File: src/rtl/prog_arb_pkg.sv
// Shared types for the program-memory arbiter: FSM states and requester ids.
package prog_arb_pkg;
  typedef enum logic [2:0] {
    LDR_RST = 3'd0,
    LDR_REQ = 3'd1,
    LOAD    = 3'd2,
    RUN     = 3'd3,
    DRAIN   = 3'd4
  } state_t;

  typedef enum logic {
    REQ_CPU = 1'b0,
    REQ_DBG = 1'b1
  } req_id_t;

  localparam int DATA_W = 8;
endpackage

File: src/rtl/rr_arb2.sv
// Two-way round-robin arbiter: req[0]=CPU, req[1]=DBG. On contention the port
// that did not win last gets the grant; the pointer follows every grant.
module rr_arb2
  import prog_arb_pkg::*;
(
  input  logic       i_clk,
  input  logic       i_rst,
  input  logic [1:0] i_req,
  output logic [1:0] o_gnt
);
  req_id_t r_last;

  always_comb begin
    o_gnt = 2'b00;
    case (i_req)
      2'b01:   o_gnt = 2'b01;
      2'b10:   o_gnt = 2'b10;
      2'b11:   o_gnt = (r_last == REQ_CPU) ? 2'b10 : 2'b01;
      default: o_gnt = 2'b00;
    endcase
  end

  always_ff @(posedge i_clk) begin
    if (i_rst)         r_last <= REQ_CPU;
    else if (o_gnt[1]) r_last <= REQ_DBG;
    else if (o_gnt[0]) r_last <= REQ_CPU;
  end
endmodule

File: src/rtl/prog_mem_arbiter.sv
// Program RAM owner: sequences the loader after reset/reload, then shares the
// RAM between CPU fetch and (with PROG_ARB_DBG_PORT_EN) a host debug read port.
module prog_mem_arbiter
  import prog_arb_pkg::*;
#(
  parameter int PROG_ADDR_WIDTH = 12
) (
  input  logic                       i_clk,
  input  logic                       i_rst,
  input  logic                       i_reload_req,
  output logic                       o_ldr_resetn,
  output logic                       o_load_req,
  input  logic                       i_ldr_we,
  input  logic [PROG_ADDR_WIDTH-1:0] i_ldr_addr,
  input  logic [DATA_W-1:0]          i_ldr_wdata,
  input  logic                       i_ldr_loaded,
  output logic                       o_cpu_run,
  input  logic                       i_cpu_req,
  input  logic [PROG_ADDR_WIDTH-1:0] i_cpu_addr,
  output logic                       o_cpu_gnt,
  output logic                       o_cpu_rvalid,
  output logic [DATA_W-1:0]          o_cpu_rdata,
`ifdef PROG_ARB_DBG_PORT_EN
  input  logic                       i_dbg_req,
  input  logic [PROG_ADDR_WIDTH-1:0] i_dbg_addr,
  output logic                       o_dbg_gnt,
  output logic                       o_dbg_rvalid,
  output logic [DATA_W-1:0]          o_dbg_rdata,
`endif
  output logic                       o_mem_we,
  output logic [PROG_ADDR_WIDTH-1:0] o_mem_addr,
  output logic [DATA_W-1:0]          o_mem_wdata,
  input  logic [DATA_W-1:0]          i_mem_rdata,
  output logic                       o_busy
);
  state_t r_state;
  state_t w_next;
  logic   r_cpu_run;
  logic   r_cpu_rvalid;
  logic   w_run;
  logic   w_cpu_gnt;

  assign w_run = (r_state == RUN);

  always_comb begin
    w_next = r_state;
    case (r_state)
      LDR_RST: w_next = LDR_REQ;
      LDR_REQ: w_next = LOAD;
      LOAD:    if (i_ldr_loaded) w_next = RUN;
      RUN:     if (i_reload_req) w_next = DRAIN;
      DRAIN:   w_next = LDR_RST;
      default: w_next = LDR_RST;
    endcase
  end

`ifdef PROG_ARB_DBG_PORT_EN
  logic [1:0] w_gnt;
  logic       w_dbg_gnt;
  logic       r_dbg_rvalid;

  rr_arb2 u_rr (
    .i_clk (i_clk),
    .i_rst (i_rst),
    .i_req ({i_dbg_req & w_run, i_cpu_req & w_run}),
    .o_gnt (w_gnt)
  );
  assign w_cpu_gnt = w_gnt[0];
  assign w_dbg_gnt = w_gnt[1];
`else
  assign w_cpu_gnt = i_cpu_req & w_run;
`endif

  // Leaving RUN on reload drops cpu_run in the same edge that enters DRAIN.
  always_ff @(posedge i_clk) begin
    if (i_rst) begin
      r_state      <= LDR_RST;
      r_cpu_run    <= 1'b0;
      r_cpu_rvalid <= 1'b0;
`ifdef PROG_ARB_DBG_PORT_EN
      r_dbg_rvalid <= 1'b0;
`endif
    end else begin
      r_state      <= w_next;
      r_cpu_run    <= w_run & ~i_reload_req;
      r_cpu_rvalid <= w_cpu_gnt;
`ifdef PROG_ARB_DBG_PORT_EN
      r_dbg_rvalid <= w_dbg_gnt;
`endif
    end
  end

  always_comb begin
    o_mem_we    = 1'b0;
    o_mem_addr  = '0;
    o_mem_wdata = '0;
    if (r_state == LOAD) begin
      o_mem_we    = i_ldr_we;
      o_mem_addr  = i_ldr_addr;
      o_mem_wdata = i_ldr_wdata;
    end else if (w_cpu_gnt) begin
      o_mem_addr = i_cpu_addr;
    end
`ifdef PROG_ARB_DBG_PORT_EN
    else if (w_dbg_gnt) begin
      o_mem_addr = i_dbg_addr;
    end
`endif
  end

  assign o_ldr_resetn = (r_state != LDR_RST);
  assign o_load_req   = (r_state == LDR_REQ);
  assign o_busy       = ~w_run;
  assign o_cpu_run    = r_cpu_run;
  assign o_cpu_gnt    = w_cpu_gnt;
  assign o_cpu_rvalid = r_cpu_rvalid;
  assign o_cpu_rdata  = i_mem_rdata;
`ifdef PROG_ARB_DBG_PORT_EN
  assign o_dbg_gnt    = w_dbg_gnt;
  assign o_dbg_rvalid = r_dbg_rvalid;
  assign o_dbg_rdata  = i_mem_rdata;
`endif
endmodule

File: config.mk
export PLATFORM = sky130hd
export DESIGN_NAME = prog_mem_arbiter
export DESIGN_NICKNAME = d
export VERILOG_FILES = /design/src/rtl/prog_arb_pkg.sv /design/src/rtl/rr_arb2.sv /design/src/rtl/prog_mem_arbiter.sv
export SDC_FILE = /design/constraint.sdc
export NUM_CORES = 1
export LEC_CHECK = 0
export CAP_MARGIN = 10
export CORE_MARGIN = 2
export CORE_UTILIZATION = 23
export CTS_CLUSTER_SIZE = 40
export DETAILED_ROUTE_END_ITERATION = 10
export PLACE_DENSITY_LB_ADDON = 0.3
export SLEW_MARGIN = 30
export SYNTH_ARGS = -nofsm -noshare
export SYNTH_HDL_FRONTEND = slang
export SYNTH_HIERARCHICAL = 1
export SYNTH_SLANG_ARGS = --single-unit
export TNS_END_PERCENT = 10
File: constraint.sdc
create_clock -name i_clk -period 1.3 [get_ports i_clk]
set_input_delay 0.39 -clock i_clk [delete_from_list [all_inputs] [get_ports i_clk]]
set_output_delay 0.39 -clock i_clk [all_outputs]
set_load 0.02 [all_outputs]
; ---- Word-level counts from Yosys, hierarchy flattened
; Cells that the tools add are included.
[totals]
reg_bits = 5
input_bits = 46
[op_classes]
eq_ne = 5
mux = 7
bitwise_logic = 4
reduce_logical = 3
[ops]
columns = op, count
row1 = two-way mux 12 bit, 2
row2 = case mux 3 bit (4 select lines), 1
row3 = two-way mux 8 bit, 1
row4 = "equality test 3 x 2 -> 1 bit, second input constant", 2
row5 = two-way mux 3 bit, 2
row6 = "!= test 2 bit, second input constant", 2
row7 = "equality test 3 x 1 -> 1 bit, second input constant", 1
row8 = logical NOT 3 bit, 1
row9 = nonzero test 3 bit, 1
row10 = AND 1 bit, 2
row11 = inverter 1 bit, 2
row12 = AND reduction 2 bit, 1
row13 = two-way mux 1 bit, 1

; ---- Logic depth before layout (Yosys ltp)
; Gate-level depths: netlist of the first run.
[logic_depth]
ltp_word = 4
ltp_mapped = 4
ltp_nobuf = 3

; ---- Least setup slack after synthesis of the first run
; No wires, ideal clock.
[synth_path]
path_kind = input to output
startpoint = input i_cpu_req
endpoint = output o_mem_addr[10]
t_arrival_ns = 1.066
required_time_ns = 0.910
path_slack_ns = -0.156
cell_stages = 4
cell_sequence = and2_1 > buf_2 > a21oi_1 > nor2_1
[synth_via]
elab_chain_len = 3
[synth_lines]
columns = item, line
row1 = start: declaration, prog_mem_arbiter.sv:18  ; input logic i_cpu_req,
row2 = AND 1 bit, prog_mem_arbiter.sv:71  ; assign w_cpu_gnt = i_cpu_req & w_run;
row3 = two-way mux 12 bit, prog_mem_arbiter.sv:101  ; end else if (w_cpu_gnt) begin
row4 = two-way mux 12 bit, prog_mem_arbiter.sv:97  ; if (r_state == LOAD) begin
row5 = end: declaration, prog_mem_arbiter.sv:31  ; output logic [PROG_ADDR_WIDTH-1:0] o_mem_addr,
; Every way passes these cells.

; ---- Final worst setup path of the first run
[layout_path]
startpoint = input i_ldr_addr[10]
endpoint = output o_mem_addr[10]
[layout_via]
elab_chain_len = 1
[layout_lines]
columns = item, line
row1 = start: declaration, prog_mem_arbiter.sv:14  ; input logic [PROG_ADDR_WIDTH-1:0] i_ldr_addr,
row2 = two-way mux 12 bit, prog_mem_arbiter.sv:97
; Every way passes these cells.

==> results.toml, run 1 <==
[status]
outcome = "complete, but fails checks"
violations = "negative setup slack"

[die]
row_count = 17
die_area_um2 = 2720
dieWidth_um = 52.1
die_y_um = 52.1
fp.coreArea_um2 = 2210
start_util_pct = 24.1
io_pins = 81

[synth]
synth.cell_area_um2 = 533
synth_area_leaders = "dfxtp_1, nor2b_1, and2_1, a21oi_1, buf_4"
syn_inst = 81
synth_cell_types = 18
syn_nets = 127
yosysWarnings = 6
ys_ff_latch = 5
yosysTopAreaCellShare_pct = 18.8
ys_seq_area_share_pct = 18.8
syn_avg_cell_area_um2 = 6.58
synth_top_area_cell = "dfxtp_1"

[power]
power_frac_comb_pct = 64.0
p_leak_nw = 0.687
swShare_pct = 37.6
p_per_area_nw_per_um2 = 663
p_int_uw = 622
seq_power_share_pct = 17.4
power_frac_clock_pct = 18.6
ir_worst_vdd_uv = 427
switchingPower_uw = 375

[placed_design]
portBuffers = 64
dp_cells = 172
place.gp.congestion = 0.702
placed_cell_area_um2 = 1250
hpwlAfterDp_um = 1690

[global_route]
antenna_found_initial = 0
grt_overflow = 0
grt_start_max_net_pins = 11
grt_pass1_vias = 856
grt_pass1_wl_um = 3730
grt_usage_pct = 19.0

[sta]
setup-violations-final = 25
drv_slew = 0
min_period_over_period_pct = 127
worstMarginPinSlew_ps = 220
finalHoldViolCount = 0
setup_ws_ps = -351
whs_ps = 410
rsz0062_at_grt = "true"
max_freq_mhz = 606
clock_skew_ps = 3.66
relSlewSlack_pct = 85.4
period_minus_slack_ps = 1650

[setup_path]
setup.worst_path.start_class = "input port"
cp.arrival_ps = 1260
path_class = "in2out"
worstPathCellList = "clkdlybuf4s50_1, nor2b_4, a21oi_4, nor2_2, buf_6"
required_ps = 910
cp_top_family = "buffers and inverters"
critPathMaxStageDelay_ps = 460
cp_max_fo = 1
critPathCaptureType = "output pin"
worst-path-buf-inv = 2
r2r_slack_ps = 210
cp_slowest_cell = "clkdlybuf4s50_1"

[finish]
diodes = 0
layout_common_cells = "clkdlybuf4s50_1, buf_4, buf_6, and2_1, nor2b_4"
instances_no_fill = 178
final_common_cell = "clkdlybuf4s50_1"
register_area_um2 = 105
layout-drive-gt1-share_pct = 55.3
nets = 197
num-fill-cells = 183
final_area_um2 = 1500
multi_input_area_um2 = 597
syn_to_final_growth_pct = 182

[route]
num_vias = 793
wire_per_inst_um = 14.0
antenna_left = 0
dr.pass1.iters = 2
drc_errors = 0
vias_per_cell = 4.46
dr.first_iter.drc_count = 2
wirelength_um = 2490

[cts]
numClockSinks = 5
clk_pin_slew_ps = 40
holdBufCountCts = 0
clk_latency_ps = 250
htree_levels = 1
root_buffer = "clkbuf_4"
cts_tree = "built"
cts_buffers = 3
ctsLongestPathBuffers = 2

[flow_run]
drv_cap = 0

[min_path]
hp-class = "in2reg"
[worst min-delay path, stage by stage]
cell and delay, ps:
clkbuf_2 90, inv_1 70, nor3_1 60
[metrics by stage]
| stage | setup WS [ps] | power, mW | setup TNS, ps | utilization (%) |
|---|---|---|---|---|
| after floorplan | -114 | 0.433 | -1210 | - |
| after global placement | -1020 | 0.668 | -19740 | 56.7 |
| after detailed placement | -1060 | 0.677 | -20240 | 56.7 |
| after CTS | -336 | 0.983 | -7240 | 66.2 |
| after global routing | -384 | 1.06 | -8430 | 67.9 |
| final | -351 | 0.997 | -6890 | 67.9 |
[repair_timing]
item | 4_1_cts | 5_1_grt
endpoints found under the hold margin | 0 | 0
setup endpoints to repair | 27 | 26
resized for setup | 187 | 13
pin swaps | 16 | 8
buffers inserted | 0 | 0
gates cloned | 2 | 0
[path summary, 6_finish.rpt]
path | from | end | cells past startpoint
max | i_ldr_addr[10] | o_mem_addr[10] | 5
min | i_cpu_req | o_cpu_rvalid | 3
max reg2reg | r_state[0] | o_cpu_rvalid | 5
min reg2reg | r_state[1] | r_state[1] | 2
[cells by family after synthesis]
group                  share of synthesized area [%]
and+or+nand+nor                                 50.9
AOI/OAI and AO/OA                               14.6
buffers and inverters                           15.7
DFF                                             18.8
[cell type report]
type / instances / share of cell area (%)
inverter: 1 / 0.250
multi-input combinational: 64 / 39.7
timing repair buffer: 76 / 49.0
clock buffer: 4 / 1.75
tap: 28 / 2.33
sequential: 5 / 6.99
[power groups by stage]
stage               Sequential, mW  Combinational, mW  Clock [mW]
floorplan                    0.176              0.258           0
global placement             0.172              0.497           0
detailed placement           0.172              0.505           0
CTS                          0.172              0.617       0.193
global route                 0.175              0.676       0.208
finish                       0.173              0.638       0.186
[sequential cells by signal, summed over array words and instances, names as in the netlist]
signal,flops
r_state,3
o_cpu_run,1
o_cpu_rvalid,1
[Yosys cell counts]
cell / count
and2_1: 12
buf_4: 8
nor3b_1: 1
nor3_1: 2
or3_1: 1
inv_1: 1
nor2_4: 1
nor2b_1: 13
nor2_1: 15
o21ai_0: 1
nand2b_2: 1
nand3b_2: 1
nand2_1: 1
a21oi_1: 12
o22ai_1: 1
dfxtp_1: 5
a31oi_1: 1
buf_2: 4
[layer usage]
metal | up-vias | GRT usage, % | part of all wire [%]
met5 | - | 0 | 0
li1 | 391 | - | -
met1 | 355 | 19.4 | 36
met2 | 37 | 36.3 | 54
met4 | 0 | 7.69 | 2.2
met3 | 10 | 4.60 | 7.9
Power figures use the tool's default switching activity.
==> run 2: changes to the inputs <==
CTS_CLUSTER_SIZE = 8   (was 40)
==> results of run 2 <==
Final layout, timing and power as in run 1 (identical DEF).
